==> config.mk <==
export PLATFORM = sky130hd
export DESIGN_NAME = fi_campaign_ctrl
export DESIGN_NICKNAME = d
export VERILOG_FILES = /design/src/rtl/fi_campaign_ctrl.sv
export SDC_FILE = /design/constraint.sdc
export NUM_CORES = 1
export LEC_CHECK = 0
export CORE_ASPECT_RATIO = 0.9
export CORE_MARGIN = 2
export CORE_UTILIZATION = 50
export CTS_CLUSTER_DIAMETER = 80
export DETAILED_ROUTE_END_ITERATION = 6
export GPL_ROUTABILITY_DRIVEN = 0
export GPL_TIMING_DRIVEN = 0
export MAX_ROUTING_LAYER = met4
export PLACE_DENSITY_LB_ADDON = 0.1
export SLEW_MARGIN = 10
export SYNTH_ARGS = -nofsm -noshare
export SYNTH_HDL_FRONTEND = slang
export SYNTH_SLANG_ARGS = --single-unit
==> constraint.sdc <==
create_clock -name clk -period 2.9 [get_ports clk]
set_input_delay 0.725 -clock clk [delete_from_list [all_inputs] [get_ports clk]]
set_output_delay 0.725 -clock clk [all_outputs]
set_load 0.02 [all_outputs]
==> src/rtl/fi_campaign_ctrl.sv <==
// fi_campaign_ctrl: self-running fault-injection sweep that launches DUT/reference AES runs and classifies each one
// Build option: define FI_CAMPAIGN_MODE_SWEEP_EN to sweep bit/byte mode as the outermost loop (esc_info gains mode as MSB)
module fi_campaign_ctrl #(
    parameter int N_FUNC    = 4,
    parameter int MAX_ROUND = 9,
    parameter int TIMEOUT   = 63,
    parameter int CNT_W     = 16
) (
    input  logic             clk,
    input  logic             rst,
    input  logic             start,
    input  logic             mode_sel,
    input  logic [3:0]       bit_sel,
    input  logic             done,
    input  logic             done_ref,
    input  logic [127:0]     text_out,
    input  logic [127:0]     text_out_ref,
    input  logic             fault_detected,
    input  logic [4:0]       fault_location,
    output logic             ld,
    output logic             en_FI,
    output logic             mode_FI,
    output logic [3:0]       func_FI,
    output logic [3:0]       round_FI,
    output logic [3:0]       bit_index_FI,
    output logic [1:0]       row_FI,
    output logic [1:0]       column_FI,
    output logic             busy,
    output logic             campaign_done,
    output logic [CNT_W-1:0] n_runs,
    output logic [CNT_W-1:0] n_detected,
    output logic [CNT_W-1:0] n_escaped,
    output logic [CNT_W-1:0] n_masked,
    output logic [CNT_W-1:0] n_false,
    output logic [CNT_W-1:0] n_locerr,
    output logic [CNT_W-1:0] n_timeout,
    output logic             esc_valid,
`ifdef FI_CAMPAIGN_MODE_SWEEP_EN
    output logic [12:0]      esc_info
`else
    output logic [11:0]      esc_info
`endif
);
    localparam int WC_W = $clog2(TIMEOUT + 2);

    typedef enum logic [2:0] {IDLE, LOAD, WAIT, CHECK, NEXT, FIN} state_t;

    state_t            state, state_n;
    logic              d_seen, r_seen, f_seen;
    logic [WC_W-1:0]   wcnt;
    logic [127:0]      txt_d, txt_r;
    logic [4:0]        loc;
    logic              got_both, wait_expired, last_idx, last_site, mis;

    function automatic logic [CNT_W-1:0] sat_inc(input logic [CNT_W-1:0] v);
        return &v ? v : v + 1'b1;
    endfunction

    // state register
    always_ff @(posedge clk) begin
        if (!rst) state <= IDLE;
        else      state <= state_n;
    end

    // next-state decode, status outputs and run-completion conditions
    always_comb begin
        got_both     = (d_seen | done) & (r_seen | done_ref);
        wait_expired = wcnt == WC_W'(TIMEOUT);
        last_idx     = func_FI == 4'(N_FUNC - 1) && round_FI == 4'(MAX_ROUND) && row_FI == 2'd3 && column_FI == 2'd3;
`ifdef FI_CAMPAIGN_MODE_SWEEP_EN
        last_site    = last_idx & mode_FI;
`else
        last_site    = last_idx;
`endif
        mis          = txt_d != txt_r;
        state_n      = state;
        case (state)
            IDLE, FIN: state_n = start ? LOAD : state;
            LOAD:      state_n = WAIT;
            WAIT:      state_n = got_both ? CHECK : (wait_expired ? NEXT : WAIT);
            CHECK:     state_n = NEXT;
            NEXT:      state_n = last_site ? FIN : LOAD;
            default:   state_n = IDLE;
        endcase
        ld            = state == LOAD;
        en_FI         = state == LOAD || state == WAIT || state == CHECK;
        busy          = state != IDLE && state != FIN;
        campaign_done = state == FIN;
    end

    // sweep indices, per-run capture and result counters
    always_ff @(posedge clk) begin
        if (!rst) begin
            d_seen       <= 1'b0;
            r_seen       <= 1'b0;
            f_seen       <= 1'b0;
            wcnt         <= '0;
            txt_d        <= '0;
            txt_r        <= '0;
            loc          <= '0;
            mode_FI      <= 1'b0;
            func_FI      <= '0;
            round_FI     <= '0;
            row_FI       <= '0;
            column_FI    <= '0;
            bit_index_FI <= '0;
            n_runs       <= '0;
            n_detected   <= '0;
            n_escaped    <= '0;
            n_masked     <= '0;
            n_false      <= '0;
            n_locerr     <= '0;
            n_timeout    <= '0;
            esc_valid    <= 1'b0;
            esc_info     <= '0;
        end else begin
            case (state)
                IDLE, FIN: if (start) begin
                    n_runs       <= '0;
                    n_detected   <= '0;
                    n_escaped    <= '0;
                    n_masked     <= '0;
                    n_false      <= '0;
                    n_locerr     <= '0;
                    n_timeout    <= '0;
                    esc_valid    <= 1'b0;
                    esc_info     <= '0;
                    func_FI      <= '0;
                    round_FI     <= '0;
                    row_FI       <= '0;
                    column_FI    <= '0;
                    bit_index_FI <= bit_sel;
`ifdef FI_CAMPAIGN_MODE_SWEEP_EN
                    mode_FI      <= 1'b0;
`else
                    mode_FI      <= mode_sel;
`endif
                end
                LOAD: begin
                    d_seen <= 1'b0;
                    r_seen <= 1'b0;
                    f_seen <= 1'b0;
                    wcnt   <= '0;
                end
                WAIT: begin
                    if (done) begin
                        d_seen <= 1'b1;
                        txt_d  <= text_out;
                    end
                    if (done_ref) begin
                        r_seen <= 1'b1;
                        txt_r  <= text_out_ref;
                    end
                    if (fault_detected) begin
                        f_seen <= 1'b1;
                        loc    <= fault_location;
                    end
                    if (!got_both && wait_expired) n_timeout <= sat_inc(n_timeout);
                    wcnt <= wcnt + 1'b1;
                end
                CHECK: begin
                    if (f_seen && mis) n_detected <= sat_inc(n_detected);
                    if (!f_seen && mis) begin
                        n_escaped <= sat_inc(n_escaped);
                        if (!esc_valid) begin
                            esc_valid <= 1'b1;
`ifdef FI_CAMPAIGN_MODE_SWEEP_EN
                            esc_info  <= {mode_FI, func_FI, round_FI, row_FI, column_FI};
`else
                            esc_info  <= {func_FI, round_FI, row_FI, column_FI};
`endif
                        end
                    end
                    if (!f_seen && !mis) n_masked <= sat_inc(n_masked);
                    if (f_seen && !mis) n_false <= sat_inc(n_false);
                    if (f_seen && loc != 5'(round_FI) + 5'd1) n_locerr <= sat_inc(n_locerr);
                end
                NEXT: begin
                    n_runs <= sat_inc(n_runs);
                    if (!last_site) begin
                        column_FI <= column_FI + 2'd1;
                        if (column_FI == 2'd3) begin
                            row_FI <= row_FI + 2'd1;
                            if (row_FI == 2'd3) begin
                                round_FI <= round_FI == 4'(MAX_ROUND) ? 4'd0 : round_FI + 4'd1;
                                if (round_FI == 4'(MAX_ROUND)) begin
                                    func_FI <= func_FI == 4'(N_FUNC - 1) ? 4'd0 : func_FI + 4'd1;
`ifdef FI_CAMPAIGN_MODE_SWEEP_EN
                                    if (func_FI == 4'(N_FUNC - 1)) mode_FI <= 1'b1;
`endif
                                end
                            end
                        end
                    end
                end
                default: ;
            endcase
        end
    end
endmodule
==> flow_metrics.tcl <==
set metrics [dict create \
    p_per_area_mw_per_mm2 539.4 \
    worst-r2r-cell-count 10 \
    synth_flop_cell "dfxtp_1" \
    dieHeight_um 184.5 \
    final-setup-viol-count 0 \
    synth_fp_nets 2550 \
    cts-root-buf "clkbuf_16" \
    yosysMostFrequentCell "nand2_1" \
    critPathLaunch "txt_d[101]" \
    ys_types 69 \
    fin_crit_sh 0.9826 \
    period_minus_slack_ns 2.850 \
    core_area_mm2 0.03592 \
    vias 18270 \
    worst_setup_path_end_kind "flop" \
    start_kind "flop" \
    clock_skew_ns 0.02199 \
    min_path_type "reg2reg" \
    cts_tree "yes" \
    path_clk_slew_ns 0.06 \
    crit_fanout 10 \
    placed_area_mm2 0.02285 \
    synthTopCellsByArea "dfxtp_1, nand2_1, a21oi_1" \
    hpwl_um 48880 \
    syn-mean-instance-area_um2 7.987 \
    drtIter0Drc 1524 \
    cpMostUsedCell "buf_4" \
    dpl.cell_count 3157 \
    overflow 0 \
    die_area_mm2 0.03772 \
    cap_viol_max_count 0 \
    port_buffers 416 \
    power.leakage_nw 9.220 \
    grt_pass1_wl_um 94170 \
    slowest_stage "nor4_4" \
    critPathKind "reg2reg" \
    max_freq_mhz 350.9 \
    antenna_found_initial 5 \
    wl_per_cell_um 19.70 \
    syn_inst 2265 \
    hold_viol 0 \
    rows 66 \
    grt_start_max_net_pins 13 \
    rsz0062_at_grt "true" \
    worst-path-stages 10 \
    stdcell_area_mm2 0.02447 \
    grt_pass1_vias 16980 \
    ys_ff_latch 416 \
    yosysSeqAreaShare 0.4603 \
    cts_max_level 2 \
    crit_chain "xor2_2 > nor4_2 > nand4_1 > nor4_4 > buf_4 > a21o_1 > buf_2 > buf_4 > nand2_1 > a32o_1" \
    endpoint "n_detected[8]" \
    cts_buffers 45 \
    pin_count 418 \
    critical_path_required_ns 3.36 \
    nets 3015 \
    final_layout_size_suffix_gt1_frac 0.04821 \
    clk-insertion-delay-late_ns 0.57 \
    grt_usage 0.3326 \
    crit_buf_inv 3 \
    clock-sinks 416 \
    viasPerCell 5.635 \
    synth_edf_count 0 \
    arrival_ns 3.31 \
    dr.pass1.iters 5 \
    start_util 0.5036 \
    fin_cells 3242 \
    mappedNetlistArea_mm2 0.01809 \
    synth_area_leader_cell "dfxtp_1" \
    yosys_warnings 0 \
    worst_slew_pin_slew_ns 0.8158 \
    peakVddDrop_v 0.0003875 \
    die_w_um 204.5 \
    wirelength_um 63880 \
    r2r-end "n_detected[8]" \
    drc_errors 0 \
    ys_top_cells_by_count "nand2_1, dfxtp_1, a21oi_1, xor2_1, clkbuf_1" \
    fin_util 0.6812 \
    cp_top_family "simple AND/OR/NAND/NOR gates" \
    timing.rr.start "txt_d[101]" \
    status "finished, final reports clean" \
    worst_slew_margin_rel 0.4561 \
    power_mw 13.20 \
    slew_viol_final 0 \
    critPathMaxStageDelay_ns 0.42 \
    clockBufferDepth 3 \
    ant_nets 0 \
    synthToLayoutAreaGrowth_pct 35.25 \
    ff2ff_setup_slack_ns 0.05 \
    synth_top_area_share 0.4603 \
    async_flop_share 0 \
]
## area by class of cell
type / instances / area (um^2)
fillers: 3000 / 11450
repair buffers: 418 / 4178
inverters: 15 / 56.30
diodes: 7 / 17.52
clock inverters: 7 / 82.58
clock buffers: 69 / 1406
well taps: 476 / 595.6
plain buffers: 140 / 568.0
flip-flops and latches: 416 / 8328
multi-input cells: 1694 / 9236
## worst reg2reg max path: stages (launching register included)
cell	delay [ns]
dfxtp_1	0.33
xor2_2	0.23
nor4_2	0.40
nand4_1	0.28
nor4_4	0.42
buf_4	0.19
a21o_1	0.11
buf_2	0.20
buf_4	0.22
nand2_1	0.12
a32o_1	0.26
## how the worst min path moves through the flow
stage	start	end	slack, ns	cells past startpoint
floorplan	r_seen	r_seen	0.44	2
global placement	bit_index_FI[2]	bit_index_FI[2]	0.44	2
detailed placement	esc_info[5]	esc_info[5]	0.45	2
CTS	bit_index_FI[2]	bit_index_FI[2]	0.46	2
global route	txt_d[68]	txt_d[68]	0.48	2
finish	txt_r[71]	txt_r[71]	0.47	2
## metrics by stage
| step | worst slack [ns] | hold WS (ns) | TNS, ns |
|---|---|---|---|
| detailed placement | -0.2735 | 0.4537 | -23.63 |
| finish | 0.05048 | 0.4659 | 0 |
| global route | -0.03153 | 0.4797 | -0.1244 |
| CTS | 0.01090 | 0.4642 | 0 |
| global placement | -0.2399 | 0.4431 | -12.62 |
| floorplan | 0.4857 | 0.4365 | 0 |
## power by group
part,switching (mW),internal [mW]
Sequential,0.0943,5.84
Combinational,0.834,0.636
Clock,2.38,3.42
## flip-flops by register name (all words and copies together) (netlist names)
| register | flops |
|---|---|
| n_masked | 16 |
| n_detected | 16 |
| txt_d | 128 |
| f_seen | 1 |
| mode_FI | 1 |
| loc | 5 |
| state | 3 |
| esc_info | 12 |
| column_FI | 2 |
| func_FI | 4 |
| n_escaped | 16 |
| n_false | 16 |
| row_FI | 2 |
| wcnt | 7 |
| n_timeout | 16 |
| bit_index_FI | 4 |
| round_FI | 4 |
| n_runs | 16 |
| r_seen | 1 |
| n_locerr | 16 |
| esc_valid | 1 |
| d_seen | 1 |
| txt_r | 128 |
## cells in the final DEF (no fill, tap or decap), types with 9 or more instances in the layout
master	n
nand2_1	620
dfxtp_1	416
clkdlybuf4s50_1	415
a21oi_1	308
xor2_1	156
clkbuf_1	121
nand3_1	100
nor2_1	94
clkbuf_16	45
nor4_1	31
nand4_1	29
a31oi_1	29
and3_1	28
o21ai_0	24
or3_1	24
mux2i_1	21
clkbuf_8	19
nor3_1	18
o31ai_1	18
nand3b_1	17
xnor2_1	15
inv_1	14
and2_1	14
o21a_1	14
ha_1	13
a21o_1	12
o211ai_1	11
or4_1	9
## kinds of logic after synthesis
kind of cell / share of synthesized area
compound gates: 0.1479
xor+xnor: 0.08375
fa+ha+maj: 0.008991
buf+inv: 0.03403
flops: 0.4603
mux: 0.01162
simple gates: 0.2534
## what timing repair did
action,in CTS,in global routing
buffers inserted,1,1
gates resized for setup,6,22
endpoints found under the setup margin,50,54
pin swaps,1,1
hold buffers,0,0
## layer usage
metal  track usage  part of all wire  vias to the layer above
li1              -                 -                     8675
met1        0.4189              0.41                     8589
met2        0.5481              0.48                      867
met3       0.03660             0.075                      137
met4        0.1328             0.040                        0
met5             -                 0                        -
(Power assumes the default switching activity.)
